--- config.mk ---
export PLATFORM = sky130hd
export DESIGN_NAME = seg7_scan_flat
export DESIGN_NICKNAME = d
export VERILOG_FILES = /design/src/rtl/seg7_pkg.sv /design/src/rtl/seg7_scan_if.sv /design/src/rtl/bcd_to_seg7.sv /design/src/rtl/seg7_scan.sv /design/src/flat_wrapper.sv
export SDC_FILE = /design/constraint.sdc
export NUM_CORES = 1
export LEC_CHECK = 0
export ABC_CLOCK_PERIOD_IN_PS = 1880
export CAP_MARGIN = 5
export CELL_PAD_IN_SITES_DETAIL_PLACEMENT = 0
export CELL_PAD_IN_SITES_GLOBAL_PLACEMENT = 1
export CORE_MARGIN = 8
export CORE_UTILIZATION = 36
export CTS_BUF_LIST = sky130_fd_sc_hd__clkbuf_4 sky130_fd_sc_hd__clkbuf_8 sky130_fd_sc_hd__clkbuf_16
export CTS_CLUSTER_SIZE = 10
export DETAILED_ROUTE_END_ITERATION = 8
export PLACE_DENSITY_LB_ADDON = 0.12
export SLEW_MARGIN = 40
export SYNTH_ARGS = -nofsm -noshare
export SYNTH_HDL_FRONTEND = slang
export SYNTH_SLANG_ARGS = --single-unit
--- constraint.sdc ---
create_clock -name clk -period 1.88 [get_ports clk]
set_input_delay 0.188 -clock clk [delete_from_list [all_inputs] [get_ports clk]]
set_output_delay 0.188 -clock clk [all_outputs]
set_load 0.005 [all_outputs]
--- src/rtl/seg7_pkg.sv ---
// seg7_pkg: shared definitions for the 7-segment scan driver.
// Segment vectors are active-high with bit order {g,f,e,d,c,b,a},
// so bit 0 is segment a and bit 6 is segment g.
package seg7_pkg;

  localparam int SCAN_DIV_DEF = 1000;

  localparam int SEG_BIT_A = 0;
  localparam int SEG_BIT_B = 1;
  localparam int SEG_BIT_C = 2;
  localparam int SEG_BIT_D = 3;
  localparam int SEG_BIT_E = 4;
  localparam int SEG_BIT_F = 5;
  localparam int SEG_BIT_G = 6;

  localparam logic [6:0] SEG_0     = 7'h3F;
  localparam logic [6:0] SEG_1     = 7'h06;
  localparam logic [6:0] SEG_2     = 7'h5B;
  localparam logic [6:0] SEG_3     = 7'h4F;
  localparam logic [6:0] SEG_4     = 7'h66;
  localparam logic [6:0] SEG_5     = 7'h6D;
  localparam logic [6:0] SEG_6     = 7'h7D;
  localparam logic [6:0] SEG_7     = 7'h07;
  localparam logic [6:0] SEG_8     = 7'h7F;
  localparam logic [6:0] SEG_9     = 7'h6F;
  localparam logic [6:0] SEG_DASH  = 7'h40;
  localparam logic [6:0] SEG_BLANK = 7'h00;

  // Non-BCD codes (10..15) render as a dash so a corrupt digit is visible.
  function automatic logic [6:0] bcd_to_seg(input logic [3:0] bcd);
    case (bcd)
      4'd0:    return SEG_0;
      4'd1:    return SEG_1;
      4'd2:    return SEG_2;
      4'd3:    return SEG_3;
      4'd4:    return SEG_4;
      4'd5:    return SEG_5;
      4'd6:    return SEG_6;
      4'd7:    return SEG_7;
      4'd8:    return SEG_8;
      4'd9:    return SEG_9;
      default: return SEG_DASH;
    endcase
  endfunction

endpackage

--- src/rtl/seg7_scan_if.sv ---
// seg7_scan_if: digit load bus and display outputs of the scan driver.
//   master: drives en, load, digits, dp_in; observes an, seg, dp, frame
//   slave : the scan driver itself
interface seg7_scan_if #(
  parameter int NDIG = 4
) ();
  logic                en;
  logic                load;
  logic [4*NDIG-1:0]   digits;
  logic [NDIG-1:0]     dp_in;
  logic [NDIG-1:0]     an;
  logic [6:0]          seg;
  logic                dp;
  logic                frame;

  modport master (
    output en, load, digits, dp_in,
    input  an, seg, dp, frame
  );

  modport slave (
    input  en, load, digits, dp_in,
    output an, seg, dp, frame
  );
endinterface

--- src/rtl/bcd_to_seg7.sv ---
// bcd_to_seg7: combinational BCD to 7-segment decoder.
//   bcd_i [3:0] : digit value
//   seg_o [6:0] : active-high segments {g,f,e,d,c,b,a}; dash for 10..15
module bcd_to_seg7
  import seg7_pkg::*;
(
  input  logic [3:0] bcd_i,
  output logic [6:0] seg_o
);

  always_comb begin
    seg_o = bcd_to_seg(bcd_i);
  end

endmodule

--- src/rtl/seg7_scan.sv ---
// seg7_scan: time-multiplexed 7-segment display driver.
//   clk   : system clock
//   rst_n : synchronous active-low reset
//   bus   : seg7_scan_if.slave (en, load, digits, dp_in in; an, seg, dp, frame out)
// Digits are captured into shadow registers on load, then scanned one per
// SCAN_DIV cycles. All outputs are registered and held at output polarity.
module seg7_scan
  import seg7_pkg::*;
#(
  parameter int NDIG        = 4,
  parameter int SCAN_DIV    = SCAN_DIV_DEF,
  parameter int BLANK_LZ    = 1,
  parameter int AN_ACT_LOW  = 1,
  parameter int SEG_ACT_LOW = 1
) (
  input  logic        clk,
  input  logic        rst_n,
  seg7_scan_if.slave  bus
);

  localparam int PW = $clog2(SCAN_DIV);
  localparam int IW = $clog2(NDIG);
  localparam logic [PW-1:0]   PRE_TC   = PW'(SCAN_DIV - 1);
  localparam logic [IW-1:0]   IDX_LAST = IW'(NDIG - 1);
  localparam logic [NDIG-1:0] AN_OFF   = (AN_ACT_LOW != 0) ? {NDIG{1'b1}} : {NDIG{1'b0}};
  localparam logic [6:0]      SEG_OFF  = (SEG_ACT_LOW != 0) ? 7'h7F : 7'h00;
  localparam logic            DP_OFF   = (SEG_ACT_LOW != 0);

  logic [PW-1:0]         pre_q, pre_d;
  logic [IW-1:0]         idx_q, idx_d;
  logic [NDIG-1:0][3:0]  dig_q, dig_d;
  logic [NDIG-1:0]       dpr_q, dpr_d;
  logic [NDIG-1:0]       an_q, an_d;
  logic [6:0]            seg_q, seg_d;
  logic                  dp_q, dp_d;
  logic                  frame_q, frame_d;

  logic                  tc;
  logic [6:0]            seg_raw;
  logic [NDIG-1:0]       lz_mask;
  logic                  lz_run;
  logic                  blank;
  logic [NDIG-1:0]       an_hot;

  assign tc = (pre_q == PRE_TC);

  // Scan position and shadow capture.
  always_comb begin
    pre_d = pre_q;
    idx_d = idx_q;
    if (bus.en) begin
      if (tc) begin
        pre_d = '0;
        idx_d = (idx_q == IDX_LAST) ? '0 : idx_q + 1'b1;
      end else begin
        pre_d = pre_q + 1'b1;
      end
    end
    dig_d = bus.load ? bus.digits : dig_q;
    dpr_d = bus.load ? bus.dp_in  : dpr_q;
  end

  // lz_mask[i] is set when digit i and every more-significant digit are zero.
  always_comb begin
    lz_run  = 1'b1;
    lz_mask = '0;
    for (int i = NDIG - 1; i >= 0; i--) begin
      lz_run     = lz_run & (dig_q[i] == 4'd0);
      lz_mask[i] = lz_run;
    end
  end

  assign blank = (BLANK_LZ != 0) && (idx_q != '0) && lz_mask[idx_q];

  bcd_to_seg7 u_dec (
    .bcd_i (dig_q[idx_q]),
    .seg_o (seg_raw)
  );

  // Output next-state: sampled from the current shadow, so a load on the
  // same edge only shows up one cycle later. Prescaler 0 is the anode-off
  // guard slot that hides segment transitions between digits.
  always_comb begin
    an_hot  = NDIG'(1) << idx_q;
    an_d    = an_q;
    seg_d   = seg_q;
    dp_d    = dp_q;
    frame_d = 1'b0;
    if (bus.en) begin
      an_d    = (pre_q == '0) ? AN_OFF : (an_hot ^ AN_OFF);
      seg_d   = (blank ? SEG_BLANK : seg_raw) ^ SEG_OFF;
      dp_d    = dpr_q[idx_q] ^ DP_OFF;
      frame_d = tc && (idx_q == IDX_LAST);
    end
  end

  always_ff @(posedge clk) begin
    if (!rst_n) begin
      pre_q   <= '0;
      idx_q   <= '0;
      dig_q   <= '0;
      dpr_q   <= '0;
      an_q    <= AN_OFF;
      seg_q   <= SEG_OFF;
      dp_q    <= DP_OFF;
      frame_q <= 1'b0;
    end else begin
      pre_q   <= pre_d;
      idx_q   <= idx_d;
      dig_q   <= dig_d;
      dpr_q   <= dpr_d;
      an_q    <= an_d;
      seg_q   <= seg_d;
      dp_q    <= dp_d;
      frame_q <= frame_d;
    end
  end

  assign bus.an    = an_q;
  assign bus.seg   = seg_q;
  assign bus.dp    = dp_q;
  assign bus.frame = frame_q;

endmodule

--- src/flat_wrapper.sv ---
// flat-port wrapper written by rule: the top's interface ports become plain ports
module seg7_scan_flat import seg7_pkg::*;
#(
  parameter int NDIG        = 4,
  parameter int SCAN_DIV    = SCAN_DIV_DEF,
  parameter int BLANK_LZ    = 1,
  parameter int AN_ACT_LOW  = 1,
  parameter int SEG_ACT_LOW = 1
)
  (clk, rst_n, bus_en, bus_load, bus_digits, bus_dp_in, bus_an, bus_seg, bus_dp, bus_frame);
  seg7_scan_if #(.NDIG(NDIG)) bus_i ();
  input  logic clk;
  input  logic rst_n;
  input wire logic [$bits(bus_i.en)-1:0] bus_en;
  input wire logic [$bits(bus_i.load)-1:0] bus_load;
  input wire logic [$bits(bus_i.digits)-1:0] bus_digits;
  input wire logic [$bits(bus_i.dp_in)-1:0] bus_dp_in;
  output wire logic [$bits(bus_i.an)-1:0] bus_an;
  output wire logic [$bits(bus_i.seg)-1:0] bus_seg;
  output wire logic [$bits(bus_i.dp)-1:0] bus_dp;
  output wire logic [$bits(bus_i.frame)-1:0] bus_frame;
  assign bus_i.en = bus_en;
  assign bus_i.load = bus_load;
  assign bus_i.digits = bus_digits;
  assign bus_i.dp_in = bus_dp_in;
  assign bus_an = bus_i.an;
  assign bus_seg = bus_i.seg;
  assign bus_dp = bus_i.dp;
  assign bus_frame = bus_i.frame;
  seg7_scan #(.NDIG(NDIG), .SCAN_DIV(SCAN_DIV), .BLANK_LZ(BLANK_LZ), .AN_ACT_LOW(AN_ACT_LOW), .SEG_ACT_LOW(SEG_ACT_LOW)) u_core (.clk(clk), .rst_n(rst_n), .bus(bus_i));
endmodule
Yosys cells after proc, flatten, opt, wreduce, memory -nomap -nowiden
Memory sizes are Yosys's and may differ from the RTL's.
Cells that the tools add are included.
{"block": "classes", "addsub": 2, "n_mul": 0, "div": 0, "magnitude_cmp": 1, "n_eq_ne": 2, "shift": 1, "mux": 10, "bitwise": 6, "n_reduce_logical": 10}
{"op": "4-bit logical NOT", "count": 4}
{"op": "10-bit by 1-bit adder with 10-bit output, second input constant", "count": 1}
{"op": "10-bit equality test, second input constant", "count": 1}
{"op": "10-bit logical NOT", "count": 1}
{"op": "10-bit two-way mux", "count": 1}
{"op": "4-bit binary-select mux with 2-bit select", "count": 1}
{"op": "4-bit two-way mux", "count": 2}
{"op": "7-bit two-way mux", "count": 1}
{"op": "7-bit inverter", "count": 1}
{"op": "1-bit binary-select mux with 2-bit select", "count": 2}
{"op": "4-bit inverter", "count": 1}
{"op": "2-bit AND reduction", "count": 2}
{"op": "1-bit by 2-bit left shift with 4-bit output, first input constant", "count": 1}
{"op": "1-bit bitwise AND", "count": 3}
{"op": "2-bit by 3-bit less-than comparator with 1-bit output, second input constant", "count": 1}
{"op": "2-bit by 1-bit adder with 2-bit output, second input constant", "count": 1}
{"op": "2-bit equality test, second input constant", "count": 1}
{"op": "1-bit logical AND", "count": 2}
{"op": "1-bit two-way mux", "count": 2}
{"op": "2-bit two-way mux", "count": 1}
{"op": "2-bit nonzero test", "count": 1}
{"op": "1-bit inverter", "count": 1}
{"block": "word_totals", "regBits": 45, "latch_bits": 0, "ramBits": 0, "mem_bits_ro": 112, "input_bits": 24, "output_inout_bits": 13, "word_cells": 44, "n_memories": 1}
{"name": "(name not given)", "words": 16, "word_bits": 7, "read_ports": 1, "rd_clocked_by_memory_dff": 0, "write_ports": 0, "line": "seg7_pkg.sv:31", "text": "case (bcd)"}

Depth between registers and ports, before layout
Gate-level depths: netlist (run 1).
{"block": "logic_depth", "depth_word": 9, "mapped_depth": 8, "depth_no_buf": 7}

By module
Synthesis (run 1) repeated with hierarchy kept, for this count alone.
{"block": "hier_totals", "hier_cells": 237, "hier_area_um2": 2270.9}
{"mod": "seg7_scan", "n_inst": 1, "cells_each": 208, "area_each_um2": 2038.2, "seq_area_each_um2": 900.9}
{"mod": "bcd_to_seg7", "n_inst": 1, "cells_each": 29, "area_each_um2": 232.7, "seq_area_each_um2": 0.0}

Worst setup path before layout (run 1)
Ideal clock, no wire load.
{"block": "synth_path", "path_kind": "flip-flop to flip-flop", "startpoint": "register u_core.idx_q[0]", "endpoint": "register u_core.seg_q[0] (netlist: u_core.bus.seg[0])", "setup_time_ns": 0.130, "arrival_ns": 1.777, "required_time_ns": 1.750, "path_slack_ns": -0.027, "stages_incl_launch_ff": 7, "n_path_buf": 1, "period_less_slack_ns": 1.907, "cell_sequence": "dfxtp_1 > buf_6 > mux4_1 > ha_1 > mux2_4 > a21oi_2 > a32oi_1"}
{"block": "synth_via", "elab_chain_cells": 5, "word_cells_on_any_way": 9, "cone_classes": "5 x mux; 1 x bitwise; 2 x reduce/logical; 1 x memory"}
{"element": "from (decl)", "line": "seg7_scan.sv:30", "text": "logic [IW-1:0] idx_q, idx_d;"}
{"element": "from (signal assigned)", "line": "seg7_scan.sv:109", "text": "idx_q <= idx_d;"}
{"element": "4-bit binary-select mux with 2-bit select or 1-bit binary-select mux with 2-bit select (tied branches)", "line": "seg7_scan.sv:76, seg7_scan.sv:73"}
{"element": "4-bit two-way mux (not written as such) or 1-bit two-way mux (tied branches)", "line": "seg7_scan.sv:76, seg7_scan.sv:73"}
{"element": "memory read 16 x 7 bit or 1-bit logical AND (tied branches)"}
{"element": "7-bit two-way mux (*)", "line": "seg7_scan.sv:91", "text": "seg_d = (blank ? SEG_BLANK : seg_raw) ^ SEG_OFF;"}
{"element": "7-bit inverter (no source line) (*)"}
{"element": "to (signal assigned)", "line": "seg7_scan.sv:113", "text": "seg_q <= seg_d;"}
{"element": "to (decl)", "line": "seg7_scan.sv:34", "text": "logic [6:0] seg_q, seg_d;"}
Mark *: on every way between the ends. The rest lies on a longest branch, timed or not. The select of a mux whose other input is x is not followed.
A chain may end at the register's enable or synchronous reset.

Worst setup path in the final report (run 1)
Same ends and word-level chain as after synthesis.

==> results of run 1 <==
[worst max-delay path, cell delays in order (launching register included)]
cell and delay, ns:
dfxtp_4 0.39, mux4_2 0.55, ha_1 0.25, mux2_4 0.28, a21oi_2 0.13, a32oi_1 0.10
[cells in the final DEF (no fill, tap or decap), types with 2 or more instances in the layout]
master | netlist | layout
dfxtp_1 | 45 | 43
clkdlybuf4s50_1 | 0 | 36
mux2i_1 | 26 | 26
nor2b_1 | 21 | 21
nor2_1 | 17 | 17
buf_4 | 0 | 17
nand2_1 | 16 | 16
inv_1 | 11 | 9
ha_1 | 11 | 9
xnor2_1 | 6 | 6
a32oi_1 | 6 | 6
nand4_1 | 5 | 5
clkbuf_8 | 0 | 5
o2bb2ai_1 | 4 | 4
a21oi_1 | 4 | 4
mux4_2 | 1 | 3
nor3_1 | 3 | 3
and2_1 | 3 | 3
xor2_1 | 3 | 3
nor4_1 | 3 | 3
inv_2 | 0 | 2
o21ai_0 | 2 | 2
a31oi_1 | 2 | 2
and3_1 | 2 | 2
bufinv_16 | 0 | 2
[metal layers]
layer | vias to the layer above | part of all wire (%) | GRT usage, %
met1 | 763 | 48 | 14.4
li1 | 851 | - | -
met4 | 0 | 1.5 | 4.83
met2 | 27 | 45 | 17.9
met5 | - | 0 | 0
met3 | 8 | 5.2 | 3.53
[report_power, final]
| part | leakage [nW] | internal [mW] | switching (mW) |
|---|---|---|---|
| Combinational | 0.692 | 0.164 | 0.111 |
| Clock | 0.0681 | 0.528 | 0.328 |
| Sequential | 0.371 | 0.997 | 0.0345 |
| Total | 1.13 | 1.69 | 0.473 |
[stage by stage]
step / hold slack (ns) / power [mW] / utilization, %
global route: 0.510 / 2.27 / 48.8
finish: 0.476 / 2.16 / 48.8
CTS: 0.483 / 2.19 / 48.3
detailed placement: 0.455 / 1.33 / 46.0
global placement: 0.460 / 1.33 / 46.0
floorplan: 0.357 / 1.20 / -
[flip-flops by register name, indices dropped and copies added, names as in the netlist]
register          cells
u_core.bus.frame      1
u_core.bus.seg        7
u_core.dpr_q          4
u_core.pre_q         10
u_core.idx_q          2
u_core.dig_q         16
u_core.bus.dp         1
u_core.bus.an         4
[cell type report]
class                      instances  area [µm²]
fill                             567        2990
multi-input combinational        150        1170
inverter                          11        41.3
sequential                        45         906
clock inverter                     3        65.1
timing repair buffer              54         508
tap                               75        93.8
clock buffer                       5        68.8
[kinds of logic after synthesis]
group	Yosys count	synth area share (%)
and+or+nand+nor	74	17.6
DFF	45	41.6
muxes	32	17.9
AOI/OAI and AO/OA	24	8.44
buffers and inverters	21	4.40
adders and majority gates	11	6.36
xor gates and xnor gates	9	3.64
[timing repair]
item / in CTS / in global routing
pin swaps: 0 / 2
setup endpoints to repair: 2 / 2
buffers inserted: 0 / 2
gates resized for setup: 2 / 5
[final timing paths]
path	end	slack (ns)
worst min register to register	u_core.bus.an[1]	0.48
worst max register to register	u_core.bus.seg[0]	0.07
worst max-delay path	u_core.bus.seg[0]	0.07
worst min-delay path	u_core.bus.an[1]	0.48
==> results.cfg, run 1 <==
[outcome]
status = completed

[floorplan]
die_area_um2 = 8750
num_io_pins = 37
core_um2 = 5850
die_x_um = 93.5
rows = 28
die_y_um = 93.5
start_util_pct = 37.0

[setup_path]
cp.arrival_ns = 1.99
crit_path_end_kind = register
crit_path_start = u_core.idx_q[0]
r2r-start = u_core.idx_q[0]
path_class = reg2reg
r2r_cells = 5
cp.required_ns = 2.06
startpoint_type = register
critPathMaxFanout = 5

[detailed_routing]
first_pass_iters = 4
ant_nets = 0
drt_iter0_drc = 64
drt_wl_total_mm = 4.85
vias_per_cell = 4.81
vias = 1649
drc = 0
wl_per_cell_um = 14.1

[sta]
max_clock_freq_mhz = 552
setup_viol = 0
post-route-period-util_pct = 96.4
worstMarginPinSlew_ns = 0.440
hold_viol = 0
min_period_ns = 1.81
fin_setup_tns_ns = 0
layout_setup_ws_ns = 0.0674
max_slew_margin_pct = 70.6
finalClockSkew_ns = 0.00694
slew_viol_final = 0

[synthesis]
synth_area_um2 = 2160
synth-main-ff-cell = dfxtp_1
yosys_warnings = 0
async_reset_ff_share_pct = 0
synth_top_area_share_pct = 41.6
synth_cell_types = 36
yosysSeqAreaShare_pct = 41.6
synthTopCellsByCount = 45 x dfxtp_1, 26 x mux2i_1, 21 x nor2b_1
syn_inst = 216
syn_avg_cell_area_um2 = 10.0
synth_largest_area_cell = dfxtp_1
synth_seq_cells = 45
synth_fp_nets = 251
synth-edff-count = 0
ys_top_cells_by_area = dfxtp_1 42%, mux2i_1 12%, ha_1 6.4%
yosysMostFrequentCell = dfxtp_1

[clock_network]
holdBufCountCts = 0
numCtsBuffers = 5
cts_tree = yes
clk_pin_slew_worst_paths_ns = 0.09
cts_sinks = 45
root_buffer = clkbuf_8
clockBufferDepth = 2
clkLatencyLatePin_ns = 0.30
htreeDepth = 2

[grt]
grt_pass1_vias = 1754
antenna_found_initial = 0
grt_usage_pct = 11.5
grt_pass1_wl_mm = 8.20
grt_start_max_net_pins = 25
grt_overflow = 0

[run]
drv_cap = 0

[min_path]
whs_path_depth = 2
hold_class = reg2reg
min_from = u_core.bus.an[1]

[place]
io_buffers = 36
hpwl_mm = 3.54
dp.cells = 333
placed_cell_area_um2 = 2690
gp_congestion = 0.819
pre_cts_ws_ns = -0.0297

[power_and_ir_drop]
leakagePower_nw = 1.13
irDropWorstVdd_v = 0.000460
p_per_area_nw_per_um2 = 757

[final_layout]
stdcell_area_um2 = 2860
diodes = 0
syn_to_final_growth_pct = 32.1
fin_nets = 302
layout-drive-gt1-share_pct = 14.6
stdcell_count = 343
Power figures use the tool's default switching activity.
==> run 2, diff against run 1 <==
--- a/config.mk
+++ b/config.mk
@@ -12,7 +12,6 @@
 export CORE_MARGIN = 8
 export CORE_UTILIZATION = 36
 export CTS_BUF_LIST = sky130_fd_sc_hd__clkbuf_4 sky130_fd_sc_hd__clkbuf_8 sky130_fd_sc_hd__clkbuf_16
-export CTS_CLUSTER_SIZE = 10
 export DETAILED_ROUTE_END_ITERATION = 8
 export PLACE_DENSITY_LB_ADDON = 0.12
 export SLEW_MARGIN = 40
==> results of run 2 <==
Same layout as run 1: the final DEF is identical, and so are final timing and power.
